### src/rtl/io_input_capture_if.sv
// io_input_capture_if
//   CPU-side handshake between the control unit and the operator input block.
//   read_request   : one-cycle pulse, execute an IN instruction
//   imported_data  : zero-extended captured switch word
//   data_valid     : one-cycle pulse, imported_data freshly updated
//   input_stall    : high while the core must hold its PC
//   master = control unit / datapath, slave = io_input_capture
interface io_input_capture_if #(
  parameter int DATA_SIZE = 32
);
  logic                 read_request;
  logic [DATA_SIZE-1:0] imported_data;
  logic                 data_valid;
  logic                 input_stall;

  modport master (
    output read_request,
    input  imported_data,
    input  data_valid,
    input  input_stall
  );

  modport slave (
    input  read_request,
    output imported_data,
    output data_valid,
    output input_stall
  );
endinterface

### src/rtl/io_input_capture.sv
// io_input_capture
//   Turns the board slide switches and the ENTER key into a CPU-readable word.
//   An IN request stalls the core until the operator presses and releases ENTER;
//   the debounced switch value seen at the press is returned zero-extended.
// Ports
//   fast_clock   : single clock for all logic
//   reset        : asynchronous active-low reset, release synchronised internally
//   switches     : raw slide switches (asynchronous)
//   enter_button : raw ENTER key, active-high (asynchronous)
//   waiting_led  : mirrors input_stall, drives the operator prompt LED
//   cpu          : slave side of the CPU handshake interface
module io_input_capture #(
  parameter int SWITCH_SIZE     = 16,
  parameter int DATA_SIZE       = 32,
  parameter int DEBOUNCE_CYCLES = 50000,
  parameter int COUNTER_LEN     = 16
) (
  input  logic                   fast_clock,
  input  logic                   reset,
  input  logic [SWITCH_SIZE-1:0] switches,
  input  logic                   enter_button,
  output logic                   waiting_led,
  io_input_capture_if.slave      cpu
);

  localparam logic [COUNTER_LEN-1:0] CNT_MAX_C = COUNTER_LEN'(DEBOUNCE_CYCLES - 1);
  localparam logic [COUNTER_LEN-1:0] CNT_ONE_C = COUNTER_LEN'(1);

  typedef enum logic [1:0] {
    IDLE         = 2'd0,
    WAIT_PRESS   = 2'd1,
    WAIT_RELEASE = 2'd2,
    DONE         = 2'd3
  } state_t;

  logic                   rst_meta_r;
  logic                   rst_sync_r;
  logic [SWITCH_SIZE-1:0] sw_meta_r;
  logic [SWITCH_SIZE-1:0] sw_sync_r;
  logic [SWITCH_SIZE-1:0] sw_prev_r;
  logic [COUNTER_LEN-1:0] sw_cnt_r;
  logic [SWITCH_SIZE-1:0] stable_sw_r;
  logic                   btn_meta_r;
  logic                   btn_sync_r;
  logic                   btn_prev_r;
  logic [COUNTER_LEN-1:0] btn_cnt_r;
  logic                   btn_stable_r;
  logic                   btn_stable_d_r;
  logic                   press_evt_s;
  logic                   release_evt_s;
  state_t                 state_r;
  state_t                 next_state_s;
  logic                   capture_s;
  logic [SWITCH_SIZE-1:0] cap_r;
  logic [DATA_SIZE-1:0]   imported_data_r;
  logic                   data_valid_r;
  logic                   input_stall_r;

  // Reset synchroniser: assert immediately, release two clock edges later
  always_ff @(posedge fast_clock or negedge reset) begin
    if (!reset) begin
      rst_meta_r <= 1'b0;
      rst_sync_r <= 1'b0;
    end else begin
      rst_meta_r <= 1'b1;
      rst_sync_r <= rst_meta_r;
    end
  end

  // Two-flop synchronisers for the asynchronous board inputs
  always_ff @(posedge fast_clock or negedge rst_sync_r) begin
    if (!rst_sync_r) begin
      sw_meta_r  <= '0;
      sw_sync_r  <= '0;
      btn_meta_r <= 1'b0;
      btn_sync_r <= 1'b0;
    end else begin
      sw_meta_r  <= switches;
      sw_sync_r  <= sw_meta_r;
      btn_meta_r <= enter_button;
      btn_sync_r <= btn_meta_r;
    end
  end

  // Switch debounce: one shared counter for the whole vector. The stable value
  // is only loaded when the vector is also unchanged this cycle, so a single
  // cycle glitch arriving just as the counter saturates is never accepted.
  always_ff @(posedge fast_clock or negedge rst_sync_r) begin
    if (!rst_sync_r) begin
      sw_prev_r   <= '0;
      sw_cnt_r    <= '0;
      stable_sw_r <= '0;
    end else begin
      sw_prev_r <= sw_sync_r;
      if (sw_sync_r != sw_prev_r) begin
        sw_cnt_r <= '0;
      end else if (sw_cnt_r != CNT_MAX_C) begin
        sw_cnt_r <= sw_cnt_r + CNT_ONE_C;
      end else begin
        sw_cnt_r <= sw_cnt_r;
      end
      if ((sw_cnt_r == CNT_MAX_C) && (sw_sync_r == sw_prev_r)) begin
        stable_sw_r <= sw_sync_r;
      end else begin
        stable_sw_r <= stable_sw_r;
      end
    end
  end

  // Button debounce, same rule as the switches, plus a delayed copy for edges
  always_ff @(posedge fast_clock or negedge rst_sync_r) begin
    if (!rst_sync_r) begin
      btn_prev_r     <= 1'b0;
      btn_cnt_r      <= '0;
      btn_stable_r   <= 1'b0;
      btn_stable_d_r <= 1'b0;
    end else begin
      btn_prev_r     <= btn_sync_r;
      btn_stable_d_r <= btn_stable_r;
      if (btn_sync_r != btn_prev_r) begin
        btn_cnt_r <= '0;
      end else if (btn_cnt_r != CNT_MAX_C) begin
        btn_cnt_r <= btn_cnt_r + CNT_ONE_C;
      end else begin
        btn_cnt_r <= btn_cnt_r;
      end
      if ((btn_cnt_r == CNT_MAX_C) && (btn_sync_r == btn_prev_r)) begin
        btn_stable_r <= btn_sync_r;
      end else begin
        btn_stable_r <= btn_stable_r;
      end
    end
  end

  assign press_evt_s   = btn_stable_r & ~btn_stable_d_r;
  assign release_evt_s = ~btn_stable_r & btn_stable_d_r;

  // Next-state logic; a press only counts once the request has been accepted,
  // so a key already held (or pressed in the request cycle) is ignored
  always_comb begin
    next_state_s = state_r;
    capture_s    = 1'b0;
    case (state_r)
      IDLE: begin
        if (cpu.read_request) begin
          next_state_s = WAIT_PRESS;
        end else begin
          next_state_s = IDLE;
        end
      end
      WAIT_PRESS: begin
        if (press_evt_s) begin
          next_state_s = WAIT_RELEASE;
          capture_s    = 1'b1;
        end else begin
          next_state_s = WAIT_PRESS;
        end
      end
      WAIT_RELEASE: begin
        if (release_evt_s) begin
          next_state_s = DONE;
        end else begin
          next_state_s = WAIT_RELEASE;
        end
      end
      DONE: begin
        next_state_s = IDLE;
      end
      default: begin
        next_state_s = IDLE;
      end
    endcase
  end

  // State register, capture register and registered outputs
  always_ff @(posedge fast_clock or negedge rst_sync_r) begin
    if (!rst_sync_r) begin
      state_r         <= IDLE;
      cap_r           <= '0;
      imported_data_r <= '0;
      data_valid_r    <= 1'b0;
      input_stall_r   <= 1'b0;
    end else begin
      state_r       <= next_state_s;
      input_stall_r <= (next_state_s == WAIT_PRESS) || (next_state_s == WAIT_RELEASE);
      data_valid_r  <= (next_state_s == DONE);
      if (capture_s) begin
        cap_r <= stable_sw_r;
      end else begin
        cap_r <= cap_r;
      end
      // DONE is only entered from WAIT_RELEASE, so cap_r is already settled here
      if ((next_state_s == DONE) && (state_r != DONE)) begin
        imported_data_r <= {{(DATA_SIZE - SWITCH_SIZE){1'b0}}, cap_r};
      end else begin
        imported_data_r <= imported_data_r;
      end
    end
  end

  assign cpu.imported_data = imported_data_r;
  assign cpu.data_valid    = data_valid_r;
  assign cpu.input_stall   = input_stall_r;
  assign waiting_led       = input_stall_r;

endmodule

### src/flat_wrapper.sv
// flat-port wrapper written by rule: the top's interface ports become plain ports
module io_input_capture_flat 
#(
  parameter int SWITCH_SIZE     = 16,
  parameter int DATA_SIZE       = 32,
  parameter int DEBOUNCE_CYCLES = 50000,
  parameter int COUNTER_LEN     = 16
)
  (fast_clock, reset, switches, enter_button, waiting_led, cpu_read_request, cpu_imported_data, cpu_data_valid, cpu_input_stall);
  io_input_capture_if #(.DATA_SIZE(DATA_SIZE)) cpu_i ();
  input  logic fast_clock;
  input  logic reset;
  input  logic [SWITCH_SIZE-1:0] switches;
  input  logic enter_button;
  output logic waiting_led;
  input wire logic [$bits(cpu_i.read_request)-1:0] cpu_read_request;
  output wire logic [$bits(cpu_i.imported_data)-1:0] cpu_imported_data;
  output wire logic [$bits(cpu_i.data_valid)-1:0] cpu_data_valid;
  output wire logic [$bits(cpu_i.input_stall)-1:0] cpu_input_stall;
  assign cpu_i.read_request = cpu_read_request;
  assign cpu_imported_data = cpu_i.imported_data;
  assign cpu_data_valid = cpu_i.data_valid;
  assign cpu_input_stall = cpu_i.input_stall;
  io_input_capture #(.SWITCH_SIZE(SWITCH_SIZE), .DATA_SIZE(DATA_SIZE), .DEBOUNCE_CYCLES(DEBOUNCE_CYCLES), .COUNTER_LEN(COUNTER_LEN)) u_core (.fast_clock(fast_clock), .reset(reset), .switches(switches), .enter_button(enter_button), .waiting_led(waiting_led), .cpu(cpu_i));
endmodule
### config.mk
export PLATFORM = sky130hd
export DESIGN_NAME = io_input_capture_flat
export DESIGN_NICKNAME = d
export VERILOG_FILES = /design/src/rtl/io_input_capture_if.sv /design/src/rtl/io_input_capture.sv /design/src/flat_wrapper.sv
export SDC_FILE = /design/constraint.sdc
export NUM_CORES = 1
export LEC_CHECK = 0
export CORE_MARGIN = 2
export CORE_UTILIZATION = 55
export CTS_CLUSTER_SIZE = 12
export DETAILED_ROUTE_END_ITERATION = 8
export DONT_BUFFER_PORTS = 1
export GPL_TIMING_DRIVEN = 0
export PLACE_DENSITY = 0.83
export SKIP_CTS_REPAIR_TIMING = 1
export SLEW_MARGIN = 20
export SYNTH_ARGS = -nofsm -noshare
export SYNTH_HDL_FRONTEND = slang
export SYNTH_SLANG_ARGS = --single-unit
### constraint.sdc
create_clock -name fast_clock -period 4.6 [get_ports fast_clock]
set_clock_uncertainty 0.15 [all_clocks]
set_input_delay 0.23 -clock fast_clock [delete_from_list [all_inputs] [get_ports fast_clock]]
set_output_delay 0.23 -clock fast_clock [all_outputs]
set_load 0.005 [all_outputs]
# After elaboration in Yosys (flattened, before gate mapping)
# Cells that the tools add are included.
[word_totals]
register_bits = 139
output_inout_bits = 35
wordCells = 56
[classes]
n_addsub = 2
n_eq_ne = 15
mux = 10
bitwise = 4
n_reduce_logical = 7
[op_table]
columns = ["cell", "count"]
rows = [
  ["2-to-1 mux 16 bit", 4],
  ["adder 16 x 1 -> 16 bit, second input constant", 2],
  ["== test 16 bit, second input constant", 2],
  ["inequality test 16 bit, second input constant", 2],
  ["== test 16 bit", 1],
  ["inequality test 16 bit", 1],
  ["== test 2 bit, second input constant", 4],
  ["one-hot mux 2 bit (4 select lines)", 1],
  ["== test 2 x 1 -> 1 bit, second input constant", 2],
  ["2-to-1 mux 1 bit", 4],
  ["nonzero test 2 bit", 2],
  ["logical AND 1 bit", 3],
  ["AND 1 bit", 2],
  ["zero test 2 bit", 1],
  ["2-to-1 mux 2 bit", 1],
  ["inequality test 2 bit, second input constant", 1],
  ["NOT 1 bit", 2],
  ["== test 1 bit", 1],
  ["logical OR 1 bit", 1],
  ["inequality test 1 bit", 1],
]

# Longest topological paths before layout
# Gate-level depths: netlist of run 1.
[depth]
depth_word = 6
depth_mapped = 9
ltp_nobuf = 6

# Least setup slack after synthesis of run 1
# OpenSTA, ideal clock, no wires.
[synth_timing]
kind = "register to register"
from = "register u_core.state_r[0]"
to = "register u_core.imported_data_r[10], in the netlist u_core.cpu.imported_data[10]"
arrival_ns = 2.637
t_required_ns = 4.325
slack_ns = 1.688
stages_incl_launch_ff = 10
path_buffers = 3
period_less_slack_ns = 2.912
cell_sequence = "dfrtp_1 > nor2b_1 > and3b_1 > clkbuf_1 > buf_2 > or2_2 > ha_1 > a21boi_1 > clkbuf_1 > mux2_2"
[synth_between]
elab_chain_cells = 4
[synth_rtl]
columns = ["element", "line_no", "text"]
rows = [
  ["from (decl)", "io_input_capture.sv:51", "state_t state_r;"],
  ["from (signal assigned)", "io_input_capture.sv:184", "state_r <= next_state_s;"],
  ["== test 2 bit (tied with other cells)", "io_input_capture.sv:143", "case (state_r)"],
  ["one-hot mux 2 bit (4 select lines) (*)", "io_input_capture.sv:143", ""],
  ["named net u_core.next_state_s[1]", "io_input_capture.sv:52", "state_t next_state_s;"],
  ["== test 2 bit (*)", "io_input_capture.sv:193", "if ((next_state_s == DONE) && (state_r != DONE)) begin"],
  ["logical AND 1 bit (*)", "io_input_capture.sv:193", ""],
  ["to (signal assigned)", "io_input_capture.sv:194", "imported_data_r <= {{(DATA_SIZE - SWITCH_SIZE){1'b0}}, cap_r};"],
  ["to (signal assigned)", "io_input_capture.sv:196", "imported_data_r <= imported_data_r;"],
  ["to (decl)", "io_input_capture.sv:55", "logic [DATA_SIZE-1:0] imported_data_r;"],
]
# Mark *: on every way through the listed nets, which the timed path passes. The rest lies on a longest branch.
# A chain may end at the register's enable or synchronous reset.

# Worst setup path in the final report of run 1
[layout_timing]
from = "register u_core.state_r[0]"
to = "register u_core.imported_data_r[11], in the netlist u_core.cpu.imported_data[11]"
# Same word-level chain as after synthesis.

==> results of run 1 <==
[logic make-up after synthesis]
group                    Yosys count
flip-flops                       139
AND/OR/NAND/NOR                  103
multiplexers                      50
XOR/XNOR                          45
buffers and inverters             26
AO/OA/AOI/OAI                     11
adder cells (fa/ha/maj)            3
other                              2
[where the power goes]
part | internal (uW) | switching [uW] | leakage [uW] | total (uW)
Clock | 741 | 531 | 0.000266 | 1270
Combinational | 36.8 | 40.2 | 0.000928 | 77.0
Sequential | 1250 | 26.5 | 0.00181 | 1280
[final cells by class]
type / instances / area [sq um]
tap: 129 / 161
inverter: 2 / 7.51
buffer: 24 / 180
clock buffer: 18 / 428
sequential: 139 / 3480
fill: 628 / 2940
multi-input combinational: 229 / 1700
timing repair buffer: 22 / 248
clock inverter: 14 / 138
[metal layers]
metal / track usage [%] / vias to the layer above / routed length [um]
met3: 6.50 / 20 / 423
met4: 6.97 / 0 / 216
met5: 0 / - / 0
met2: 30.6 / 92 / 4750
li1: - / 1359 / -
met1: 24.8 / 1483 / 3920
[cells in the mapped netlist, drive strengths merged (4+ instances only)]
cell type / number / area [sq um]
dfrtp: 139 / 3480
mux2: 48 / 578
nor2: 34 / 128
xor2: 33 / 289
buf: 21 / 169
nand2: 18 / 67.6
nand3: 14 / 70.1
xnor2: 12 / 105
nor3: 7 / 46.3
nor4: 7 / 50.1
and3: 6 / 38.8
a21oi: 5 / 25.0
nand4: 4 / 31.3
[cells in the final DEF (no fill, tap or decap), types with 2 or more instances in the layout]
cell type | Yosys | layout
sky130_fd_sc_hd__a21oi_1 | 5 | 5
sky130_fd_sc_hd__and3_1 | 5 | 5
sky130_fd_sc_hd__buf_12 | 1 | 2
sky130_fd_sc_hd__buf_2 | 2 | 2
sky130_fd_sc_hd__buf_4 | 17 | 17
sky130_fd_sc_hd__clkbuf_1 | 3 | 3
sky130_fd_sc_hd__clkbuf_16 | 0 | 16
sky130_fd_sc_hd__clkbuf_8 | 0 | 2
sky130_fd_sc_hd__clkinv_4 | 0 | 4
sky130_fd_sc_hd__clkinvlp_4 | 0 | 4
sky130_fd_sc_hd__conb_1 | 2 | 17
sky130_fd_sc_hd__dfrtp_1 | 139 | 138
sky130_fd_sc_hd__dlygate4sd3_1 | 0 | 20
sky130_fd_sc_hd__ha_1 | 3 | 3
sky130_fd_sc_hd__inv_1 | 2 | 2
sky130_fd_sc_hd__inv_6 | 0 | 3
sky130_fd_sc_hd__mux2_2 | 38 | 38
sky130_fd_sc_hd__mux2_4 | 10 | 10
sky130_fd_sc_hd__mux2i_1 | 2 | 2
sky130_fd_sc_hd__nand2_1 | 18 | 18
sky130_fd_sc_hd__nand3_1 | 14 | 14
sky130_fd_sc_hd__nand4_1 | 3 | 3
sky130_fd_sc_hd__nor2_1 | 34 | 34
sky130_fd_sc_hd__nor2b_1 | 2 | 2
sky130_fd_sc_hd__nor3_1 | 6 | 6
sky130_fd_sc_hd__nor4_1 | 6 | 6
sky130_fd_sc_hd__nor4bb_1 | 2 | 2
sky130_fd_sc_hd__o21ai_0 | 3 | 3
sky130_fd_sc_hd__xnor2_1 | 12 | 12
sky130_fd_sc_hd__xor2_1 | 33 | 33
[through the flow]
step | setup WS [ps] | power (uW) | hold WS, ps
finish | 878 | 2630 | 101
global route | 620 | 2720 | 91.0
CTS | 882 | 2630 | -769
detailed placement | 874 | 1360 | -216
global placement | -875 | 1350 | -216
floorplan | 290 | 1340 | -216
[worst max path at each step]
stage	from	to	slack (ps)
after floorplan	u_core.rst_sync_r	u_core.btn_cnt_r[0]	290
after global placement	u_core.rst_sync_r	u_core.cpu.imported_data[14]	-880
after detailed placement	u_core.state_r[0]	u_core.cpu.imported_data[11]	870
after CTS	u_core.state_r[0]	u_core.cpu.imported_data[11]	880
after global routing	u_core.state_r[0]	u_core.cpu.imported_data[11]	620
final	u_core.state_r[0]	u_core.cpu.imported_data[11]	880
[registers in the layout, summed over array words and instances (netlist names), 2 cells and up]
signal and count:
u_core.btn_cnt_r 16, u_core.cap_r 16, u_core.cpu.imported_data 16, u_core.stable_sw_r 16, u_core.sw_cnt_r 16, u_core.sw_meta_r 16
u_core.sw_prev_r 16, u_core.sw_sync_r 16, u_core.state_r 2
==> impl_metrics.prom, run 1 <==
# TYPE chip_impl_metric gauge
chip_impl_metric{name="area_share_of_and_or_nand_nor_cells_after_synthesis",unit="%"} 10.2
chip_impl_metric{name="core-area",unit="sq um"} 9280
chip_impl_info{name="crit_path_frequent_cell",value="sky130_fd_sc_hd__clkbuf_1"} 1
chip_impl_info{name="critPathLaunchType",value="flip-flop"} 1
chip_impl_metric{name="timing.critical_path.depth",unit=""} 9
chip_impl_metric{name="vias",unit=""} 2954
chip_impl_metric{name="viasPerCell",unit=""} 5.12
chip_impl_metric{name="ant_nets",unit=""} 0
chip_impl_metric{name="reg2reg_depth",unit=""} 9
chip_impl_metric{name="synth-xor-area-share",unit="%"} 7.43
chip_impl_metric{name="clkTransAtPathRegs",unit="ps"} 60
chip_impl_metric{name="maxcap_violations",unit=""} 0
chip_impl_metric{name="grt_pass1_wl",unit="um"} 14800
chip_impl_metric{name="antenna_cells_inserted",unit=""} 0
chip_impl_info{name="cp-end-kind",value="flip-flop"} 1
chip_impl_metric{name="ys.warnings.count",unit=""} 0
chip_impl_metric{name="synth_seq_cells",unit=""} 139
chip_impl_info{name="r2r-end",value="u_core.cpu.imported_data[11]"} 1
chip_impl_metric{name="place_inst",unit=""} 525
chip_impl_metric{name="ff2ff_setup_slack",unit="ps"} 880
chip_impl_metric{name="first_global_vias",unit=""} 3036
chip_impl_info{name="run_status",value="completed"} 1
chip_impl_metric{name="portion_of_the_clock_cycle_consumed_by_the_worst_path_in_the_final_layout",unit="%"} 80.9
chip_impl_metric{name="post_synthesis_compound_gate_area_fraction",unit="%"} 1.16
chip_impl_metric{name="synthesis.area_per_instance",unit="sq um"} 14.0
chip_impl_metric{name="insertion_delay_of_the_later_clocked_pin_in_the_worst_skew_pair",unit="ps"} 530
chip_impl_metric{name="synth.distinct_cells",unit=""} 41
chip_impl_info{name="tritoncts_clock_tree",value="done"} 1
chip_impl_info{name="rsz0062_at_grt",value="false"} 1
chip_impl_metric{name="detailedRoute.firstPassIterationCount",unit=""} 7
chip_impl_metric{name="die_w",unit="um"} 102
chip_impl_metric{name="power_density",unit="nW/um^2"} 414
chip_impl_metric{name="clock-sinks",unit=""} 139
chip_impl_metric{name="die_area",unit="sq um"} 10500
chip_impl_metric{name="initial_drt_markers",unit=""} 132
chip_impl_metric{name="synth_adder_area_share",unit="%"} 0.707
chip_impl_metric{name="die_h",unit="um"} 102
chip_impl_metric{name="routed_wl",unit="um"} 9300
chip_impl_metric{name="placementRows",unit=""} 35
chip_impl_info{name="worstHoldStart",value="switches[15]"} 1
chip_impl_metric{name="area_delta_synth_final",unit="%"} 19.5
chip_impl_metric{name="finalMaxSlewViolations",unit=""} 0
chip_impl_metric{name="grt_start_max_net_pins",unit=""} 59
chip_impl_info{name="min_delay_worst_endpoint",value="u_core.sw_meta_r[15]"} 1
chip_impl_metric{name="worst-path-buf-inv",unit=""} 3
chip_impl_metric{name="synthesis.area",unit="sq um"} 5310
chip_impl_info{name="setup.worst_path.class",value="reg -> reg"} 1
chip_impl_info{name="critical_path.reg2reg.startpoint",value="u_core.state_r[0]"} 1
chip_impl_metric{name="finish.utilization",unit="%"} 68.3
chip_impl_info{name="cts.root.buffer_cell",value="sky130_fd_sc_hd__clkbuf_8"} 1
chip_impl_metric{name="worst_hold_path.num_cells",unit=""} 1
chip_impl_metric{name="fraction_of_final_layout_cells_sized_beyond_drive_strength_1",unit="%"} 25.2
chip_impl_metric{name="max_clock_freq",unit="MHz"} 269
chip_impl_metric{name="starting_density_of_the_core",unit="%"} 57.2
chip_impl_metric{name="globalRoute.totalOverflow",unit=""} 0
chip_impl_info{name="crit_path_cell_trace",value="nor2b_1, and3b_1, clkbuf_1, buf_2, or2_2, ha_1, a21boi_1, clkbuf_1, mux2_2"} 1
chip_impl_metric{name="cts_max_path_buffers",unit=""} 2
chip_impl_info{name="synth-main-ff-cell",value="sky130_fd_sc_hd__dfrtp_1"} 1
chip_impl_metric{name="timing_worst_slew_pin_value",unit="ps"} 817
chip_impl_metric{name="routabilityCongestion",unit=""} 0.818
chip_impl_info{name="class_of_the_tightest_hold_or_removal_check",value="in -> reg"} 1
chip_impl_metric{name="number_of_flops_mapped_to_enable_cells_by_yosys",unit=""} 0
chip_impl_info{name="slowest_cell_on_crit_path",value="sky130_fd_sc_hd__a21boi_1"} 1
chip_impl_metric{name="post_drt_wl_per_cell",unit="um"} 16.1
chip_impl_metric{name="path_max_fanout",unit=""} 10
chip_impl_metric{name="report.final.setup_viol",unit=""} 0
chip_impl_info{name="main_combinational_cell_family_by_area_after_synthesis",value="multiplexers"} 1
chip_impl_metric{name="htree_levels",unit=""} 4
chip_impl_metric{name="crit_arrival",unit="ps"} 3970
chip_impl_metric{name="final_cell_count_no_fill",unit=""} 577
chip_impl_metric{name="global_routing_usage_summed_across_all_routing_layers",unit="%"} 19.2
chip_impl_metric{name="post_synth_mux_area_share",unit="%"} 11.3
chip_impl_metric{name="cts_inserted_buffers",unit=""} 17
chip_impl_metric{name="post-route-min-period",unit="ps"} 3720
chip_impl_metric{name="final-hold-violation-count",unit=""} 0
chip_impl_metric{name="p_leak",unit="uW"} 0.00300
chip_impl_info{name="path_delay_family",value="buffers and inverters"} 1
chip_impl_metric{name="synth_seq_area_share",unit="%"} 65.5
chip_impl_metric{name="num-nets-final",unit=""} 458
chip_impl_metric{name="floorplan.io_pins",unit=""} 55
chip_impl_metric{name="post_synth_inst_count",unit=""} 379
chip_impl_metric{name="postLayoutCellArea",unit="sq um"} 6340
chip_impl_metric{name="antenna_violations_before_repair",unit=""} 0
chip_impl_metric{name="worst-endpoint-required",unit="ps"} 4850
chip_impl_metric{name="remaining_routing_drc_violations",unit=""} 0
chip_impl_metric{name="max_transition_margin",unit="%"} 45.4
chip_impl_metric{name="critPathMaxStageDelay",unit="ps"} 670
chip_impl_metric{name="fin_setup_tns",unit="ps"} 0
chip_impl_metric{name="power.ir.vdd_worst",unit="mV"} 0.205
chip_impl_metric{name="dpl_cell_area",unit="sq um"} 5580
chip_impl_metric{name="ys_async_sr_fraction",unit="%"} 100
chip_impl_metric{name="io_buf_count",unit=""} 0
chip_impl_metric{name="post-dp-hpwl",unit="um"} 5690
Power figures use the tool's default switching activity.
==> run 2, diff against run 1 <==
clock period = 3.4 ns   (was 4.6 ns; I/O delays follow)
==> impl_metrics.prom, run 2 (synthesis results as in run 1) <==
# TYPE chip_impl_metric gauge
chip_impl_info{name="run_status",value="completed"} 1
chip_impl_metric{name="routed_wl",unit="um"} 9380
chip_impl_metric{name="post_drt_wl_per_cell",unit="um"} 16.3
chip_impl_info{name="class_of_the_tightest_hold_or_removal_check",value="in -> reg"} 1
chip_impl_metric{name="area_delta_synth_final",unit="%"} 20.8
chip_impl_metric{name="detailedRoute.firstPassIterationCount",unit=""} 4
chip_impl_metric{name="cts_inserted_buffers",unit=""} 17
chip_impl_info{name="critPathCapture",value="u_core.cpu.imported_data[11]"} 1
chip_impl_metric{name="antenna_violations_before_repair",unit=""} 0
chip_impl_metric{name="die_h",unit="um"} 102
chip_impl_info{name="layout.cells.most_common",value="sky130_fd_sc_hd__dfrtp_1"} 1
chip_impl_metric{name="routabilityCongestion",unit=""} 0.838
chip_impl_metric{name="timing.critical_path.depth",unit=""} 8
chip_impl_metric{name="maxcap_violations",unit=""} 0
chip_impl_metric{name="first_global_vias",unit=""} 3145
chip_impl_info{name="r2r-end",value="u_core.cpu.imported_data[11]"} 1
chip_impl_metric{name="post_layout_worst_setup_margin",unit="ps"} 378
chip_impl_info{name="rsz0062_at_grt",value="false"} 1
chip_impl_metric{name="ff2ff_setup_slack",unit="ps"} 380
chip_impl_metric{name="fin_setup_tns",unit="ps"} 0
chip_impl_metric{name="max_transition_margin",unit="%"} 60.3
chip_impl_metric{name="clkTransAtPathRegs",unit="ps"} 60
chip_impl_metric{name="path_max_fanout",unit=""} 10
chip_impl_metric{name="io_buf_count",unit=""} 0
chip_impl_metric{name="floorplan.io_pins",unit=""} 55
chip_impl_metric{name="global_routing_usage_summed_across_all_routing_layers",unit="%"} 20.0
chip_impl_metric{name="p_leak",unit="uW"} 0.00305
chip_impl_metric{name="power.ir.vdd_worst",unit="mV"} 0.345
chip_impl_metric{name="grt_pass1_wl",unit="um"} 15300
chip_impl_info{name="slowest_cell_on_crit_path",value="sky130_fd_sc_hd__dfrtp_1"} 1
chip_impl_metric{name="globalRoute.totalOverflow",unit=""} 0
chip_impl_metric{name="crit_arrival",unit="ps"} 3280
chip_impl_metric{name="num-nets-final",unit=""} 457
chip_impl_metric{name="finalMaxSlewViolations",unit=""} 0
chip_impl_info{name="path_delay_family",value="simple AND/OR/NAND/NOR gates"} 1
chip_impl_metric{name="final_cell_count_no_fill",unit=""} 575
chip_impl_info{name="critical_path.reg2reg.startpoint",value="u_core.state_r[0]"} 1
chip_impl_metric{name="insertion_delay_of_the_later_clocked_pin_in_the_worst_skew_pair",unit="ps"} 520
chip_impl_metric{name="starting_density_of_the_core",unit="%"} 57.2
chip_impl_info{name="critPathLaunchType",value="flip-flop"} 1
chip_impl_metric{name="report.final.setup_viol",unit=""} 0
chip_impl_info{name="crit_path_cell_trace",value="nor2b_1, and3b_1, buf_2, or2_2, ha_1, a21boi_2, clkbuf_2, mux2_2"} 1
chip_impl_metric{name="worst-endpoint-required",unit="ps"} 3660
chip_impl_metric{name="power",unit="uW"} 3810
chip_impl_info{name="setup.worst_path.class",value="reg -> reg"} 1
chip_impl_metric{name="ant_nets",unit=""} 0
chip_impl_metric{name="critPathMaxStageDelay",unit="ps"} 420
chip_impl_metric{name="antenna_cells_inserted",unit=""} 0
chip_impl_metric{name="post-dp-hpwl",unit="um"} 5750
chip_impl_metric{name="post-route-min-period",unit="ps"} 3020
chip_impl_metric{name="timing_worst_slew_pin_value",unit="ps"} 590
chip_impl_metric{name="pre_cts_ws",unit="ps"} -171
chip_impl_metric{name="final-hold-violation-count",unit=""} 0
chip_impl_metric{name="reg2reg_depth",unit=""} 8
chip_impl_metric{name="htree_levels",unit=""} 4
chip_impl_info{name="mostFrequentLayoutCells",value="sky130_fd_sc_hd__dfrtp_1 (138), sky130_fd_sc_hd__mux2_2 (38), sky130_fd_sc_hd__nor2_1 (34)"} 1
chip_impl_metric{name="worst-path-buf-inv",unit=""} 2
chip_impl_info{name="startpoint",value="u_core.state_r[0]"} 1
chip_impl_metric{name="placementRows",unit=""} 35
chip_impl_metric{name="core-area",unit="sq um"} 9280
chip_impl_metric{name="fraction_of_final_layout_cells_sized_beyond_drive_strength_1",unit="%"} 25.6
chip_impl_info{name="tritoncts_clock_tree",value="done"} 1
chip_impl_metric{name="die_w",unit="um"} 102
chip_impl_metric{name="remaining_routing_drc_violations",unit=""} 0
chip_impl_metric{name="power_density",unit="nW/um^2"} 594
chip_impl_metric{name="vias",unit=""} 2964
chip_impl_metric{name="viasPerCell",unit=""} 5.15
chip_impl_metric{name="clock-sinks",unit=""} 139
chip_impl_metric{name="die_area",unit="sq um"} 10500
chip_impl_info{name="cts.root.buffer_cell",value="sky130_fd_sc_hd__clkbuf_8"} 1
chip_impl_metric{name="initial_drt_markers",unit=""} 183
chip_impl_metric{name="place_inst",unit=""} 525
chip_impl_metric{name="grt_start_max_net_pins",unit=""} 56
chip_impl_metric{name="cts_max_path_buffers",unit=""} 2
chip_impl_metric{name="max_clock_freq",unit="MHz"} 331
chip_impl_metric{name="portion_of_the_clock_cycle_consumed_by_the_worst_path_in_the_final_layout",unit="%"} 88.9
chip_impl_info{name="cp-end-kind",value="flip-flop"} 1
-- run 2: cell types whose count changed in the layout (fill, tap and decap cells not counted) --
cell	change
sky130_fd_sc_hd__bufinv_16	+4
sky130_fd_sc_hd__clkinvlp_4	-4
sky130_fd_sc_hd__clkbuf_1	-2
sky130_fd_sc_hd__clkinv_2	+2
sky130_fd_sc_hd__a21boi_1	-1
sky130_fd_sc_hd__a21boi_2	+1
sky130_fd_sc_hd__clkbuf_2	+1
sky130_fd_sc_hd__clkbuf_8	-1
sky130_fd_sc_hd__inv_6	-1
sky130_fd_sc_hd__inv_8	-1
-- run 2: how the worst min path moves through the flow --
| stage | from | endpoint | slack [ps] | depth (start not counted) |
|---|---|---|---|---|
| after floorplan | reset | u_core.rst_meta_r | -280 | 0 |
| after global placement | reset | u_core.rst_meta_r | -280 | 0 |
| after detailed placement | reset | u_core.rst_meta_r | -280 | 0 |
| after CTS | reset | u_core.rst_sync_r | -830 | 0 |
| after global routing | switches[2] | u_core.sw_meta_r[2] | 30 | 1 |
| final | switches[2] | u_core.sw_meta_r[2] | 50 | 1 |
-- run 2: where the power goes --
| group | switching [uW] | leakage [uW] | internal, uW |
|---|---|---|---|
| logic | 54.2 | 0.000930 | 49.6 |
| clock network | 708 | 0.000312 | 1270 |
| registers | 39.0 | 0.00181 | 1690 |
-- run 2: cell type report --
cell class | instances | area [sq um]
Clock buffer | 17 | 414
Sequential cell | 139 | 3480
Fill cell | 600 | 2870
Timing Repair Buffer | 22 | 248
Tap cell | 129 | 161
Multi-Input combinational cell | 229 | 1700
Buffer | 23 | 178
Inverter | 2 | 7.51
Clock inverter | 14 | 218
-- run 2: layer usage --
metal	vias to the layer above	track usage, %	routed length, um
met4	0	10.4	199
met5	-	0	0
met2	88	32.5	4880
met3	21	6.57	348
met1	1501	24.1	3950
li1	1354	-	-
-- run 2: per-stage QoR --
step | utilization [%] | cell area (sq um) | hold slack (ps)
2_1_floorplan | - | 5370 | -276
5_1_grt | 69.0 | 6410 | 25.7
6_report | 69.0 | 6410 | 54.4
3_5_place_dp | 60.1 | 5580 | -276
3_3_place_gp | 59.5 | 5530 | -276
4_1_cts | 66.9 | 6210 | -830
==> run 3, diff against run 2 <==
REMOVE_ABC_BUFFERS = 1   (was unset)
==> impl_metrics.prom, run 3 (synthesis results as in run 1) <==
# TYPE chip_impl_metric gauge
chip_impl_info{name="setup.worst_path.class",value="reg -> reg"} 1
chip_impl_metric{name="max_transition_margin",unit="%"} 40.2
chip_impl_metric{name="die_w",unit="um"} 102
chip_impl_metric{name="globalRoute.totalOverflow",unit=""} 0
chip_impl_metric{name="ant_nets",unit=""} 0
chip_impl_metric{name="portion_of_the_clock_cycle_consumed_by_the_worst_path_in_the_final_layout",unit="%"} 85.6
chip_impl_metric{name="placementRows",unit=""} 35
chip_impl_info{name="class_of_the_tightest_hold_or_removal_check",value="in -> reg"} 1
chip_impl_metric{name="insertion_delay_of_the_later_clocked_pin_in_the_worst_skew_pair",unit="ps"} 520
chip_impl_metric{name="grt_start_max_net_pins",unit=""} 59
chip_impl_metric{name="post-dp-hpwl",unit="um"} 5290
chip_impl_metric{name="finalMaxSlewViolations",unit=""} 0
chip_impl_info{name="worstHoldStart",value="switches[5]"} 1
chip_impl_metric{name="routabilityCongestion",unit=""} 0.817
chip_impl_metric{name="power_density",unit="nW/um^2"} 592
chip_impl_metric{name="antenna_violations_before_repair",unit=""} 0
chip_impl_metric{name="cts_inserted_buffers",unit=""} 17
chip_impl_metric{name="post_layout_worst_setup_margin",unit="ps"} 488
chip_impl_metric{name="routed_wl",unit="um"} 8830
chip_impl_metric{name="final-hold-violation-count",unit=""} 0
chip_impl_metric{name="nFillCells",unit=""} 623
chip_impl_info{name="min_delay_worst_endpoint",value="u_core.sw_meta_r[5]"} 1
chip_impl_info{name="cts.root.buffer_cell",value="sky130_fd_sc_hd__clkbuf_8"} 1
chip_impl_metric{name="worst_hold_path.num_cells",unit=""} 1
chip_impl_metric{name="pre_cts_ws",unit="ps"} 427
chip_impl_metric{name="power",unit="uW"} 3690
chip_impl_info{name="crit_path_cell_trace",value="nor2b_1, and3b_1, or2_2, ha_1, a21boi_2, buf_6, mux2_2"} 1
chip_impl_metric{name="finish.utilization",unit="%"} 67.1
chip_impl_metric{name="viasPerCell",unit=""} 5.15
chip_impl_metric{name="num-nets-final",unit=""} 435
chip_impl_metric{name="grt.met3_usage",unit="%"} 6.09
chip_impl_metric{name="starting_density_of_the_core",unit="%"} 57.2
chip_impl_metric{name="worst-endpoint-required",unit="ps"} 3650
chip_impl_metric{name="power.ir.vdd_worst",unit="mV"} 0.338
chip_impl_metric{name="post_drt_wl_per_cell",unit="um"} 15.9
chip_impl_metric{name="crit_arrival",unit="ps"} 3170
chip_impl_info{name="run_status",value="completed"} 1
chip_impl_info{name="critical_path.reg2reg.startpoint",value="u_core.state_r[0]"} 1
chip_impl_info{name="r2r-end",value="u_core.cpu.imported_data[13]"} 1
chip_impl_metric{name="clkTransAtPathRegs",unit="ps"} 60
chip_impl_info{name="layout.cells.most_common",value="sky130_fd_sc_hd__dfrtp_1"} 1
chip_impl_metric{name="floorplan.io_pins",unit=""} 55
chip_impl_metric{name="cts_max_path_buffers",unit=""} 2
chip_impl_metric{name="core-area",unit="sq um"} 9280
chip_impl_metric{name="worst-path-buf-inv",unit=""} 1
chip_impl_metric{name="reg2reg_depth",unit=""} 7
chip_impl_metric{name="report.final.setup_viol",unit=""} 0
chip_impl_metric{name="area_delta_synth_final",unit="%"} 17.4
chip_impl_info{name="global_route.peak_usage_layer",value="met2"} 1
chip_impl_metric{name="timing_worst_slew_pin_value",unit="ps"} 897
chip_impl_metric{name="grt.met1_usage",unit="%"} 22.3
chip_impl_info{name="mostFrequentLayoutCells",value="sky130_fd_sc_hd__dfrtp_1 (138), sky130_fd_sc_hd__mux2_2 (38), sky130_fd_sc_hd__nor2_1 (34)"} 1
chip_impl_metric{name="maxcap_violations",unit=""} 0
chip_impl_metric{name="detailedRoute.firstPassIterationCount",unit=""} 4
chip_impl_info{name="rsz0062_at_grt",value="false"} 1
chip_impl_metric{name="antenna_cells_inserted",unit=""} 0
chip_impl_metric{name="fraction_of_final_layout_cells_sized_beyond_drive_strength_1",unit="%"} 22.4
chip_impl_metric{name="die_area",unit="sq um"} 10500
chip_impl_metric{name="ff2ff_setup_slack",unit="ps"} 490
chip_impl_metric{name="remaining_routing_drc_violations",unit=""} 0
chip_impl_info{name="path_delay_family",value="simple AND/OR/NAND/NOR gates"} 1
chip_impl_metric{name="io_buf_count",unit=""} 0
chip_impl_metric{name="path_max_fanout",unit=""} 17
chip_impl_metric{name="final_cell_count_no_fill",unit=""} 554
chip_impl_metric{name="vias",unit=""} 2852
chip_impl_metric{name="initial_drt_markers",unit=""} 102
chip_impl_metric{name="critPathMaxStageDelay",unit="ps"} 770
chip_impl_info{name="cp-end-kind",value="flip-flop"} 1
chip_impl_metric{name="p_leak",unit="uW"} 0.00292
chip_impl_metric{name="clock-sinks",unit=""} 139
chip_impl_metric{name="met2_usage_grt",unit="%"} 31.0
chip_impl_metric{name="grt_pass1_wl",unit="um"} 14600
chip_impl_metric{name="global_routing_usage_summed_across_all_routing_layers",unit="%"} 18.8
chip_impl_info{name="critPathLaunchType",value="flip-flop"} 1
chip_impl_metric{name="die_h",unit="um"} 102
chip_impl_metric{name="place_inst",unit=""} 502
chip_impl_metric{name="max_clock_freq",unit="MHz"} 343
chip_impl_metric{name="post-route-min-period",unit="ps"} 2910
chip_impl_info{name="tritoncts_clock_tree",value="done"} 1
chip_impl_metric{name="first_global_vias",unit=""} 3006
chip_impl_metric{name="htree_levels",unit=""} 4
chip_impl_info{name="slowest_cell_on_crit_path",value="sky130_fd_sc_hd__and3b_1"} 1
==> run 3: changes by cell type in the layout (fill, tap and decap cells not counted), sizes merged <==
cell	previous run	this run
buf	23	3
bufinv	5	3
clkbuf	19	18
clkinv	7	5
clkinvlp	0	1
inv	4	7
==> run 3: area by class of cell <==
class                           count  area [sq um]  area share (%)
Sequential cell                   139          3480            55.9
Inverter                            2          7.51           0.121
Multi-Input combinational cell    229          1710            27.4
Clock buffer                       18           428            6.87
Tap cell                          129           161            2.59
Clock inverter                     14           181            2.91
Timing Repair Buffer               23           259            4.16
==> run 3: through the flow <==
stage / hold slack, ps / setup TNS [ps] / area (sq um)
5_1_grt: 31.9 / 0 / 6230
3_3_place_gp: -276 / -296770 / 5350
6_report: 51.1 / 0 / 6230
3_5_place_dp: -276 / 0 / 5410
2_1_floorplan: -276 / -124600 / 5180
4_1_cts: -828 / 0 / 6020
==> run 3: worst max-delay path by stage <==
stage / startpoint / end / slack [ps] / cells past startpoint
final: u_core.state_r[0] / u_core.cpu.imported_data[13] / 490 / 7
after global routing: u_core.state_r[1] / u_core.cpu.imported_data[12] / 270 / 7
after CTS: u_core.state_r[0] / u_core.cpu.imported_data[9] / 400 / 7
after detailed placement: u_core.state_r[0] / u_core.cpu.imported_data[13] / 430 / 7
after global placement: u_core.rst_sync_r / u_core.cpu.imported_data[14] / -2130 / 0
after floorplan: u_core.rst_sync_r / u_core.btn_cnt_r[0] / -910 / 0
==> run 3: layer usage <==
metal,routed length [um],share of wire (%)
met5,0,0
met4,171,1.9
met3,316,3.6
met2,4520,51
met1,3820,43
==> run 3: report_power, final <==
part / switching (uW) / total, uW / internal (uW)
clock: 721 / 1870 / 1150
combinational: 49.7 / 87.8 / 38.1
sequential: 35.2 / 1730 / 1690
total: 806 / 3690 / 2880
==> run 3: worst register-to-register path, cell delays in order, from the launching register on <==
cell and delay (ps):
sky130_fd_sc_hd__dfrtp_1 400, sky130_fd_sc_hd__nor2b_1 190, sky130_fd_sc_hd__and3b_1 770, sky130_fd_sc_hd__or2_2 250, sky130_fd_sc_hd__ha_1 160, sky130_fd_sc_hd__a21boi_2 280
sky130_fd_sc_hd__buf_6 230, sky130_fd_sc_hd__mux2_2 370
